==> config.mk <==
export PLATFORM = sky130hd
export DESIGN_NAME = pwm_fade_ctrl
export DESIGN_NICKNAME = d
export VERILOG_FILES = /design/src/rtl/pwm_fade_ctrl.sv
export SDC_FILE = /design/constraint.sdc
export NUM_CORES = 1
export LEC_CHECK = 0
export CAP_MARGIN = 20
export CORE_MARGIN = 1
export CORE_UTILIZATION = 55
export CTS_BUF_LIST = sky130_fd_sc_hd__clkbuf_8
export DETAILED_ROUTE_END_ITERATION = 10
export HOLD_SLACK_MARGIN = 0.12
export PLACE_DENSITY = 0.81
export SYNTH_ARGS = -nofsm -noshare
export SYNTH_HDL_FRONTEND = slang
export SYNTH_SLANG_ARGS = --single-unit
==> constraint.sdc <==
create_clock -name clk -period 4.8 [get_ports clk]
set_input_delay 0.96 -clock clk [delete_from_list [all_inputs] [get_ports clk]]
set_output_delay 0.96 -clock clk [all_outputs]
set_load 0.005 [all_outputs]
==> src/rtl/pwm_fade_ctrl.sv <==
// Multi-channel PWM duty fader: each channel's current duty ramps one LSB per
// prescaler tick toward its programmed target, with optional immediate jumps.
module pwm_fade_ctrl #(
    parameter int N   = 4,
    parameter int M   = 4,
    parameter int CW  = 2,
    parameter int DIV = 256
) (
    input  logic             clk,
    input  logic             reset,
    input  logic             wr_en,
    input  logic [CW-1:0]    wr_ch,
    input  logic [N-1:0]     wr_duty,
    input  logic             wr_imm,
    output logic [M*N-1:0]   w_out,
    output logic [M-1:0]     busy,
    output logic [M-1:0]     done
);

    localparam int PW = (DIV > 2) ? $clog2(DIV) : 1;

    logic [PW-1:0]         cnt_q, cnt_d;
    logic [M-1:0][N-1:0]   tgt_q, tgt_d;
    logic [M-1:0][N-1:0]   cur_q, cur_d;
    logic [M-1:0]          done_q, done_d;
    logic                  tick_s;
    logic                  wr_hit_s;

    assign tick_s   = (cnt_q == PW'(DIV - 1));
    // Out-of-range channel indices are dropped before they can touch any state.
    assign wr_hit_s = wr_en && ({{(32-CW){1'b0}}, wr_ch} < 32'(M));

    // Prescaler next state: free-running, independent of writes.
    always_comb begin
        cnt_d = cnt_q;
        if (tick_s) begin
            cnt_d = '0;
        end else begin
            cnt_d = cnt_q + PW'(1);
        end
    end

    // Per-channel target load, ramp step against the pre-write target, done detect.
    always_comb begin
        tgt_d  = tgt_q;
        cur_d  = cur_q;
        done_d = '0;
        for (int k = 0; k < M; k++) begin
            if (wr_hit_s && ({{(32-CW){1'b0}}, wr_ch} == 32'(k))) begin
                tgt_d[k] = wr_duty;
            end else begin
                tgt_d[k] = tgt_q[k];
            end

            if (wr_hit_s && wr_imm && ({{(32-CW){1'b0}}, wr_ch} == 32'(k))) begin
                cur_d[k]  = wr_duty;
                done_d[k] = 1'b0;
            end else if (tick_s && (cur_q[k] < tgt_q[k])) begin
                cur_d[k]  = cur_q[k] + N'(1);
                done_d[k] = ((cur_q[k] + N'(1)) == tgt_d[k]);
            end else if (tick_s && (cur_q[k] > tgt_q[k])) begin
                cur_d[k]  = cur_q[k] - N'(1);
                done_d[k] = ((cur_q[k] - N'(1)) == tgt_d[k]);
            end else begin
                cur_d[k]  = cur_q[k];
                done_d[k] = 1'b0;
            end
        end
    end

    // State registers; reset abandons any ramp and restarts the prescaler.
    always_ff @(posedge clk or posedge reset) begin
        if (reset) begin
            cnt_q  <= '0;
            tgt_q  <= '0;
            cur_q  <= '0;
            done_q <= '0;
        end else begin
            cnt_q  <= cnt_d;
            tgt_q  <= tgt_d;
            cur_q  <= cur_d;
            done_q <= done_d;
        end
    end

    // Busy mirrors the registers directly so it drops alongside the done pulse.
    always_comb begin
        busy = '0;
        for (int k = 0; k < M; k++) begin
            busy[k] = (cur_q[k] != tgt_q[k]);
        end
    end

    assign w_out = cur_q;
    assign done  = done_q;

endmodule

# == After elaboration in Yosys (flattened, before gate mapping) ==
# Cells that the tools add are included.
# W data, S select, Z words.
# word_totals
ff_bits,44
latch_bits,0
ramBits,0
rom_bits,0
output_inout_bits,24
wordCells,94
n_memories,0
# classes
add_sub_neg,9
multipliers,0
n_div,0
order_cmp,8
n_eq_ne,16
n_shift,0
mux,29
n_bitwise,0
n_reduce_logical,22
# ops
operator,n
$mux W4,16
$eq A4 B4 Y1,8
$logic_and A1 B1 Y1,17
$add A4 B1 Y4 const B,4
$gt A4 B4 Y1,4
$lt A4 B4 Y1,4
$ne A4 B4 Y1,4
$sub A4 B1 Y4 const B,4
$mux W1,12
$reduce_bool A3 Y1,4
$add A8 B1 Y8 const B,1
$eq A8 B8 Y1 const B,1
$mux W8,1
$eq A2 B2 Y1 const B,2
$eq A2 B1 Y1 const B,1
$logic_not A2 Y1,1

# == Longest topological paths before layout ==
# depth
word_depth,7
ltp_mapped,8
mapped_depth_nobuf,8

# == Least setup slack after synthesis ==
# No wires, ideal clock.
# synth_path
path_type,input port to flip-flop
start,input wr_en
end,register done_q[3] (netlist: done[3])
setup_ps,73
arrival_ps,2439
setup_slack_ps,2288
stages,7
path_buffers,1
path_cell_list,buf_4 nand3_4 mux2_4 xnor2_4 xnor2_1 or4b_4 a21oi_2
# synth_rtl
element,line,text
from (decl),11,"input logic wr_en,"
to (signal assigned),82,done_q <= done_d;
to (decl),25,"logic [M-1:0] done_q, done_d;"

==> flow_metrics.tcl <==
set metrics [dict create \
    ctsLongestPathBuffers 2 \
    numCtsBuffers 5 \
    fin_crit_sh_pct 61.6 \
    worstSetupStartpointType "primary input" \
    antenna_left 0 \
    cp_data_arrival_time_ns 3.19 \
    n_fill_cell 465 \
    min_path_type "flip-flop to flip-flop" \
    final_common_cell "dfrtp_1" \
    synth_top_flop_cell "dfrtp_1" \
    synth_edf_count 0 \
    whs_endpoint "cnt_q[7]" \
    antenna_found_initial 0 \
    max_freq_mhz 338 \
    path_class "primary input to flip-flop" \
    fin_ws_ns 1.84 \
    finalHoldViolations 0 \
    hold_path_depth 1 \
    syn-cell-area_um2 3180 \
    gp_congestion 0.939 \
    finalCriticalPeriod_ns 2.96 \
    avgRoutedWirePerCell_um 16.1 \
    fp-row-count 27 \
    final_cell_mix "dfrtp_1, inv_1, clkdlybuf4s50_1" \
    grt_max_degree 45 \
    fin_tns_setup_ns 0 \
    dp_slack_ns 1.55 \
    cts_tree "built" \
    yosysWarningCount 0 \
    r2r-start "w_out[13]" \
    die_h_um 78.0 \
    status "finished clean" \
    grt_pass1_vias 2512 \
    vdd_drop_max_mv 0.199 \
    dieArea_um2 6090 \
    wirelength_um 7180 \
    syn_inst 340 \
    first_pass_iters 5 \
    ys_seq_area_share_pct 34.6 \
    relSlewSlack_pct 46.3 \
    grt_usage_pct 25.4 \
    clk_pin_slew_ns 0.08 \
    final_nets 408 \
    htree_levels 2 \
    async_flop_share_pct 100 \
    rsz0062_at_grt "no" \
    finalSetupViolCount 0 \
    cts.repair.resized 0 \
    r2r_end "done[3]" \
    power_density_nw_per_um2 377 \
    max_cap_violations 0 \
    layout-drive-gt1-share_pct 5.61 \
    end_kind "flip-flop" \
    p_leak_nw 1.66 \
    ys_types 45 \
    core-area_um2 5540 \
    die_w_um 78.0 \
    numPortBuffers 33 \
    via_per_inst 5.69 \
    synth_seq_cells 44 \
    min_from "cnt_q[7]" \
    diodes 0 \
    reg2reg_slack_ns 2.25 \
    dp_hpwl_um 5280 \
    syn_nets 375 \
    drt_first_iter_violations 179 \
    overflow 0 \
    clockRootBuffer "clkbuf_8" \
    synth_area_per_cell_um2 9.35 \
    cts.sinks 44 \
    drcViolationCount 0 \
    cp_max_fo 9 \
    via_count 2536 \
    r2r_cells 7 \
    cp.required_ns 5.03 \
    start_util_pct 57.4 \
    clk_latency_ns 0.30 \
    fin_skew_ns 0.0112 \
    cts_hold_buffers 0 \
    post-cts-setup-buffers 0 \
    worst_pin_slew_ns 0.799 \
    ioPinCount 34 \
    area_delta_synth_final_pct 15.3 \
    drv_slew 0 \
    grt_pass1_wl_um 12100 \
]
## how the worst max path moves through the flow
stage | end | startpoint | slack (ns)
finish | done[3] | wr_ch[1] | 1.84
global route | done[2] | wr_ch[1] | 1.71
CTS | done[3] | wr_ch[1] | 1.85
detailed placement | done[3] | wr_ch[1] | 1.55
global placement | done[3] | wr_ch[1] | 1.61
floorplan | done[3] | wr_en | 2.29
## routing by layer
metal  track usage, %  share of wire [%]
met5                0                  0
met4             6.11               0.84
met3             4.53                5.1
met2             42.9                 48
met1             34.0                 46
## power breakdown
part / internal, W / switching, W / total, W
logic: 0.000295 / 0.000305 / 0.000601
registers: 0.000421 / 0.0000708 / 0.000492
clock network: 0.000153 / 0.000134 / 0.000287
## metrics by stage
stage                     cell area [um^2]  utilization, %  hold WS, ns  power [W]  std cells
after CTS                             3660            66.1        0.514    0.00138        446
final                                 3660            66.1        0.515    0.00138        446
after global routing                  3660            66.1        0.552    0.00148        446
after global placement                3560            64.2        0.467    0.00106        438
after floorplan                       3180               -        0.453   0.000921        340
after detailed placement              3560            64.2        0.501    0.00109        438
## critical path, stage by stage
cell	delay [ns]
clkdlybuf4s50_1	0.71
nand3_4	0.20
mux2_4	0.38
xnor2_4	0.14
xnor2_1	0.14
or4b_4	0.51
a21oi_2	0.14
## flip-flops by register name (all words and copies together) (netlist names)
signal	count
done	4
tgt_q	16
w_out	16
cnt_q	8
## logic make-up after synthesis
| family | count (synthesis) | synth area share [%] |
|---|---|---|
| simple gates | 99 | 16.5 |
| compound gates | 52 | 9.80 |
| xor+xnor | 51 | 14.6 |
| flops | 44 | 34.6 |
| buf+inv | 42 | 5.59 |
| mux | 27 | 8.94 |
| fa+ha+maj | 25 | 9.84 |
## synth_stat cells (all sizes together), types with 3 or more instances
cell type | instances | area [um^2]
o211ai | 5 | 37.5
dfrtp | 44 | 1100
clkbuf | 4 | 15.0
a31oi | 3 | 18.8
nand3 | 13 | 77.6
mux2i | 19 | 190
and3 | 3 | 18.8
ha | 25 | 313
nor2 | 27 | 101
a21oi | 22 | 114
o21ai | 13 | 65.1
xnor2 | 30 | 282
nand2 | 21 | 78.8
nor2b | 4 | 25.0
buf | 4 | 35.0
nor3 | 7 | 35.0
mux2 | 8 | 93.8
inv | 34 | 128
nand4 | 10 | 62.6
xor2 | 21 | 184
## final cells by class
type / count / area, um^2 / share of cell area (%)
Sequential cell: 44 / 1100 / 30.1
Tap cell: 72 / 90.1 / 2.46
Inverter: 34 / 128 / 3.48
Clock inverter: 3 / 38.8 / 1.06
Multi-Input combinational cell: 254 / 1900 / 51.8
Clock buffer: 5 / 68.8 / 1.88
Timing Repair Buffer: 34 / 338 / 9.22
Note: power is estimated with default switching activity, not from simulation.
